==> config.mk <==
export PLATFORM = sky130hd
export DESIGN_NAME = bcd_display_driver
export DESIGN_NICKNAME = d
export VERILOG_FILES = /design/src/rtl/bcd_display_driver_pkg.sv /design/src/rtl/bcd_to_seg.sv /design/src/rtl/bcd_display_driver.sv
export SDC_FILE = /design/constraint.sdc
export NUM_CORES = 1
export LEC_CHECK = 0
export CAP_MARGIN = 20
export CORE_UTILIZATION = 48
export DETAILED_ROUTE_END_ITERATION = 7
export HOLD_SLACK_MARGIN = 0.08
export PLACE_DENSITY = 0.77
export SKIP_LAST_GASP = 1
export SLEW_MARGIN = 20
export SYNTH_ARGS = -nofsm -noshare
export SYNTH_HDL_FRONTEND = slang
export SYNTH_SLANG_ARGS = --single-unit
==> constraint.sdc <==
create_clock -name clk -period 1.41 [get_ports clk]
set_input_delay 0.3525 -clock clk [delete_from_list [all_inputs] [get_ports clk]]
set_output_delay 0.3525 -clock clk [all_outputs]
set_load 0.005 [all_outputs]
==> src/rtl/bcd_display_driver_pkg.sv <==
// rtl/bcd_display_driver_pkg.sv - shared constants, types and helpers for the BCD display driver
// Contents: segment codes (active-high, bit0=a .. bit6=g), FSM state enum,
//           shift count and counter width, BCD nibble width, add-3 helper.
package bcd_display_driver_pkg;

    localparam int NIBBLE_W    = 4;
    localparam int SHIFT_COUNT = 14;
    localparam int CNT_W       = 4;

    localparam logic [CNT_W-1:0] CNT_INIT = CNT_W'(SHIFT_COUNT - 1);

    localparam logic [6:0] SEG_0     = 7'b0111111;
    localparam logic [6:0] SEG_1     = 7'b0000110;
    localparam logic [6:0] SEG_2     = 7'b1011011;
    localparam logic [6:0] SEG_3     = 7'b1001111;
    localparam logic [6:0] SEG_4     = 7'b1100110;
    localparam logic [6:0] SEG_5     = 7'b1101101;
    localparam logic [6:0] SEG_6     = 7'b1111101;
    localparam logic [6:0] SEG_7     = 7'b0000111;
    localparam logic [6:0] SEG_8     = 7'b1111111;
    localparam logic [6:0] SEG_9     = 7'b1101111;
    localparam logic [6:0] SEG_DASH  = 7'b1000000;
    localparam logic [6:0] SEG_BLANK = 7'b0000000;

    typedef enum logic [1:0] {
        IDLE  = 2'd0,
        SHIFT = 2'd1,
        LOAD  = 2'd2
    } state_t;

    // Double-dabble correction: a nibble of 5 or more would exceed 9 after the
    // next doubling, so pre-add 3 to make it carry into the next decade.
    function automatic logic [NIBBLE_W-1:0] add3(input logic [NIBBLE_W-1:0] n);
        return (n >= 4'd5) ? n + 4'd3 : n;
    endfunction

endpackage

==> src/rtl/bcd_to_seg.sv <==
// rtl/bcd_to_seg.sv - combinational BCD nibble to seven-segment pattern decoder
// Ports: nibble (BCD digit), blank (force all segments off), dash (force only g lit,
//        takes priority over blank), seg (pattern, bit0=a .. bit6=g, polarity per
//        SEG_ACTIVE_LOW).
module bcd_to_seg
    import bcd_display_driver_pkg::*;
#(
    parameter bit SEG_ACTIVE_LOW = 1'b1
) (
    input  logic [NIBBLE_W-1:0] nibble,
    input  logic                blank,
    input  logic                dash,
    output logic [6:0]          seg
);

    logic [6:0] code;

    always_comb begin
        code = SEG_BLANK;
        if (dash) begin
            code = SEG_DASH;
        end else if (blank) begin
            code = SEG_BLANK;
        end else begin
            case (nibble)
                4'd0:    code = SEG_0;
                4'd1:    code = SEG_1;
                4'd2:    code = SEG_2;
                4'd3:    code = SEG_3;
                4'd4:    code = SEG_4;
                4'd5:    code = SEG_5;
                4'd6:    code = SEG_6;
                4'd7:    code = SEG_7;
                4'd8:    code = SEG_8;
                4'd9:    code = SEG_9;
                default: code = SEG_BLANK;
            endcase
        end
        seg = SEG_ACTIVE_LOW ? ~code : code;
    end

endmodule

==> src/rtl/bcd_display_driver.sv <==
// rtl/bcd_display_driver.sv - handshaked binary to four-digit seven-segment driver
// Ports: clk, n_reset (async active-low), binary[31:0] + in_valid / in_ready (accept in IDLE),
//        ones/tens/hundreds/thousands[6:0] (registered segment patterns), ovf (last value
//        exceeded MAX_VALUE), out_valid (one-cycle pulse on new digits).
// Optional feature macro: BCD_LEADING_ZERO_BLANK_EN (blank leading zero digits).
module bcd_display_driver
    import bcd_display_driver_pkg::*;
#(
    parameter bit          SEG_ACTIVE_LOW = 1'b1,
    parameter logic [31:0] MAX_VALUE      = 32'd9999
) (
    input  logic        clk,
    input  logic        n_reset,
    input  logic [31:0] binary,
    input  logic        in_valid,
    output logic        in_ready,
    output logic [6:0]  ones,
    output logic [6:0]  tens,
    output logic [6:0]  hundreds,
    output logic [6:0]  thousands,
    output logic        ovf,
    output logic        out_valid
);

    // All segments off in the configured polarity.
    localparam logic [6:0] SEG_OFF = SEG_ACTIVE_LOW ? ~SEG_BLANK : SEG_BLANK;

    state_t             state;
    state_t             state_next;
    logic [13:0]        src;
    logic [15:0]        bcd;
    logic [15:0]        bcd_adj;
    logic [CNT_W-1:0]   cnt;
    logic               ovf_pend;
    logic               accept;
    logic               load_en;

    logic               blank_th;
    logic               blank_hu;
    logic               blank_te;
    logic [6:0]         seg_ones;
    logic [6:0]         seg_tens;
    logic [6:0]         seg_hundreds;
    logic [6:0]         seg_thousands;

    // ---------------------------------------------------------------- FSM
    always_ff @(posedge clk or negedge n_reset) begin
        if (!n_reset) begin
            state <= IDLE;
        end else begin
            state <= state_next;
        end
    end

    always_comb begin
        state_next = state;
        in_ready   = 1'b0;
        accept     = 1'b0;
        load_en    = 1'b0;
        case (state)
            IDLE: begin
                in_ready = 1'b1;
                if (in_valid) begin
                    accept     = 1'b1;
                    state_next = SHIFT;
                end
            end
            SHIFT: begin
                // Counter starts at SHIFT_COUNT-1, so reaching zero marks the last shift.
                if (cnt == '0) begin
                    state_next = LOAD;
                end
            end
            LOAD: begin
                load_en    = 1'b1;
                state_next = IDLE;
            end
            default: begin
                state_next = IDLE;
            end
        endcase
    end

    // ---------------------------------------------------------------- shift-and-add-3 engine
    assign bcd_adj = {add3(bcd[15:12]), add3(bcd[11:8]), add3(bcd[7:4]), add3(bcd[3:0])};

    always_ff @(posedge clk or negedge n_reset) begin
        if (!n_reset) begin
            src      <= '0;
            bcd      <= '0;
            cnt      <= '0;
            ovf_pend <= 1'b0;
        end else if (accept) begin
            // Only 14 bits fit four decimal digits; anything wider is caught by
            // the full-width overflow compare and shown as dashes.
            src      <= binary[13:0];
            bcd      <= '0;
            cnt      <= CNT_INIT;
            ovf_pend <= (binary > MAX_VALUE);
        end else if (state == SHIFT) begin
            bcd <= {bcd_adj[14:0], src[13]};
            src <= {src[12:0], 1'b0};
            cnt <= cnt - 1'b1;
        end
    end

    // ---------------------------------------------------------------- digit decode
`ifdef BCD_LEADING_ZERO_BLANK_EN
    // Blanking ripples from the most significant digit; ones is never blanked.
    assign blank_th = (bcd[15:12] == 4'd0);
    assign blank_hu = blank_th && (bcd[11:8] == 4'd0);
    assign blank_te = blank_hu && (bcd[7:4] == 4'd0);
`else
    assign blank_th = 1'b0;
    assign blank_hu = 1'b0;
    assign blank_te = 1'b0;
`endif

    bcd_to_seg #(.SEG_ACTIVE_LOW(SEG_ACTIVE_LOW)) u_seg_ones (
        .nibble (bcd[3:0]),
        .blank  (1'b0),
        .dash   (ovf_pend),
        .seg    (seg_ones)
    );

    bcd_to_seg #(.SEG_ACTIVE_LOW(SEG_ACTIVE_LOW)) u_seg_tens (
        .nibble (bcd[7:4]),
        .blank  (blank_te),
        .dash   (ovf_pend),
        .seg    (seg_tens)
    );

    bcd_to_seg #(.SEG_ACTIVE_LOW(SEG_ACTIVE_LOW)) u_seg_hundreds (
        .nibble (bcd[11:8]),
        .blank  (blank_hu),
        .dash   (ovf_pend),
        .seg    (seg_hundreds)
    );

    bcd_to_seg #(.SEG_ACTIVE_LOW(SEG_ACTIVE_LOW)) u_seg_thousands (
        .nibble (bcd[15:12]),
        .blank  (blank_th),
        .dash   (ovf_pend),
        .seg    (seg_thousands)
    );

    // ---------------------------------------------------------------- output registers
    always_ff @(posedge clk or negedge n_reset) begin
        if (!n_reset) begin
            ones      <= SEG_OFF;
            tens      <= SEG_OFF;
            hundreds  <= SEG_OFF;
            thousands <= SEG_OFF;
            ovf       <= 1'b0;
            out_valid <= 1'b0;
        end else begin
            out_valid <= load_en;
            if (load_en) begin
                ones      <= seg_ones;
                tens      <= seg_tens;
                hundreds  <= seg_hundreds;
                thousands <= seg_thousands;
                ovf       <= ovf_pend;
            end
        end
    end

endmodule

==> flow_summary_export.csv <==
group,metric,value,unit
floorplanning,fp.coreArea,7370,µm²
grt,grt_overflow,0,
power,p_leak,2.38,nW
detailed_routing,wl_per_cell,15.8,µm
clocking,cts_buffers,9,
final_layout,seq_area,1720,µm²
grt,grt_pass1_wl,15500,µm
detailed_routing,drtAntennaViolNets,0,
final_layout,area_delta_synth_final,46.0,%
synth,synth.cell_area,3710,µm²
worst_setup_path,start_kind,"register",
grt,antenna_found_initial,0,
floorplanning,fp.dieW,89.9,µm
synth,yosysWarnings,0,
floorplanning,std_cell_rows,31,
sta,rsz0062_at_grt,"true",
place,gp_congestion,0.863,
detailed_routing,first_iter_violations,153,
floorplanning,fp.dieH,89.9,µm
synth,async_reset_ff_share,100,%
worst_setup_path,arrival,1.68,ns
final_layout,fillers,502,
final_layout,nNetsFinal,585,
sta,finalHoldViolCount,0,
clocking,clk_pin_slew,0.08,ns
detailed_routing,post_drt_via_cell_ratio,5.47,
sta,skew,0.00607,ns
final_layout,post-route-util,73.4,%
grt,track_usage,23.7,%
detailed_routing,num_vias,3416,
final_layout,final_cell_mix,"59 x buf_4, 53 x nand2_1, 32 x dfrtp_1, 32 x clkdlybuf4s50_1, 30 x nor2_1",
detailed_routing,dr.pass1.iters,4,
detailed_routing,route.detailed.drc,0,
power,ir_drop,0.000856,V
sta,final.period_utilization,103,%
sta,fmax,689,MHz
sta,slew_violations,0,
clocking,clk_latency,0.34,ns
worst_setup_path,worst_setup_path_end_kind,"register",
grt,grt_pass1_vias,3416,
min_path,holdCritPathClass,"reg -> reg",
worst_setup_path,cp.required,1.63,ns
sta,max_slew_margin,63.3,%
final_layout,final_common_cell,"buf_4",
place,portBuffers,65,
final_layout,drive_gt1_share,39.9,%
sta,tightestPinTransition,0.551,ns
clocking,cts.path.max_buffers,2,
floorplanning,io_pins,66,
synth,ys_seq_elements,67,
synth,ys_types,44,
final_layout,multi_input_area,2120,µm²
floorplanning,dieArea,8080,µm²
floorplanning,start_util,50.3,%
synth,synth_top_area_share,26.3,%
detailed_routing,wl,9870,µm
clocking,clockRootBuffer,"clkbuf_8",
synth,synth-seq-area-share,46.2,%
clocking,htreeDepth,3,
final_layout,diodes,0,
run,cap_violations,0,
clocking,cts_sinks,67,
synth,synth-edff-count,0,
outcome,status,"complete, but fails checks",
power,power.density,2140,nW/µm²
sta,setup_tns,-0.111,ns
synth,yosys.area.top_type,"dfrtp_1",
sta,setup_viol,6,
sta,fin_ws,-0.0412,ns
synth,synth_cells,392,
synth,avgSynthCellArea,9.45,µm²
sta,min_period,1.45,ns
clocking,cts_tree,"done",
place,place_hpwl,6090,µm
outcome,failed_checks,"setup timing",
grt,grt_max_degree,68,
worst_setup_path,path_max_fanout,7,
synth,synth_nets,456,
synth,ys_top_cells_by_area,"dfrtp_1 26%, dfstp_2 20%, ha_1 9.8%",
worst_setup_path,crit_type,"reg -> reg",
synth,synthFlopType,"dfrtp_1",
## through the flow
| stage | setup WS, ns | power, mW | instances | instance area, µm² | hold slack (ns) |
|---|---|---|---|---|---|
| 3_3_place_gp | -0.279 | 7.73 | 588 | 4850 | 0.392 |
| 6_report | -0.0412 | 11.6 | 625 | 5410 | 0.475 |
| 2_1_floorplan | -0.0434 | 6.16 | 392 | 3730 | 0.0569 |
| 3_5_place_dp | -0.310 | 7.97 | 588 | 4850 | 0.393 |
| 4_1_cts | -0.0828 | 10.3 | 617 | 5110 | 0.479 |
| 5_1_grt | -0.117 | 12.3 | 625 | 5410 | 0.508 |
## area by class of cell
| cell class | instances | area share [%] |
|---|---|---|
| Inverter | 17 | 1.23 |
| Timing Repair Buffer | 140 | 21.6 |
| Clock buffer | 11 | 2.43 |
| Sequential cell | 67 | 31.8 |
| Tap cell | 99 | 2.29 |
| Clock inverter | 5 | 1.43 |
| Multi-Input combinational cell | 286 | 39.2 |
## Yosys cell counts, types with 2 or more instances
master    count
buf_2        16
mux2i_1       6
nand3_1      11
a21o_1        4
clkbuf_1      4
nor2_1       31
xor2_1        2
inv_1        16
dfrtp_1      39
o21ai_1       3
nor4_1        6
ha_1         29
a21oi_1      24
nor2b_1       5
nand4_1       2
nand2b_1      7
o21ai_0      31
nor3b_1       4
xnor2_1       6
nand2_1      55
nor3_1        9
a31oi_1       8
o311ai_0      2
dfstp_2      28
o22a_1       11
a22oi_1      14
a211oi_1      2
## layer usage
layer / global-route usage (%) / routed length, µm / up-vias
li1: - / - / 1630
met1: 29.9 / 4120 / 1631
met2: 40.4 / 4910 / 127
met3: 3.89 / 530 / 28
met4: 9.81 / 302 / 0
met5: 0 / 0 / -
## worst paths after layout
| check | slack (ns) | start | cells past startpoint | end |
|---|---|---|---|---|
| min in group asynchronous | 0.56 | n_reset | 3 | out_valid |
| worst max register to register | -0.04 | bcd[9] | 5 | bcd[12] |
| worst min register to register | 0.48 | tens[6] | 2 | tens[6] |
| worst max-delay path | -0.04 | bcd[9] | 5 | bcd[12] |
| worst min-delay path | 0.48 | tens[6] | 2 | tens[6] |
| max in group asynchronous | 0.53 | n_reset | 3 | hundreds[5] |
## cells by family after synthesis
logic type / share of synthesized area, %
fa+ha+maj: 9.79
xor+xnor: 1.89
buf+inv: 4.79
mux: 2.03
flops: 46.2
simple gates: 17.6
compound gates: 17.7
## critical path, cell delays in order (launching register included)
cell and delay [ns]:
dfrtp_1 0.41, buf_4 0.18, o21ai_0 0.37, nor3b_2 0.11, a21oi_1 0.17, o21ai_1 0.09
## power breakdown
part	switching [mW]	leakage [nW]	internal, mW
logic	3.36	1.52	3.36
clock network	0.747	0.103	0.992
registers	0.636	0.759	2.47
## sequential cells by signal, indices dropped and copies added (netlist names)
signal / cells
bcd: 16
src: 14
hundreds: 7
ones: 7
tens: 7
thousands: 7
cnt: 4
state: 2
out_valid: 1
ovf: 1
ovf_pend: 1
## repair_timing
| action | in CTS | in global routing |
|---|---|---|
| buffers inserted | 14 | 9 |
| pin swaps | 10 | 19 |
| hold buffers | 1 | 0 |
| setup endpoints to repair | 43 | 46 |
| hold endpoints to repair | 39 | 0 |
| gates resized for setup | 136 | 59 |
| cloned | 0 | 1 |
Note: power is estimated with default switching activity, not from simulation.
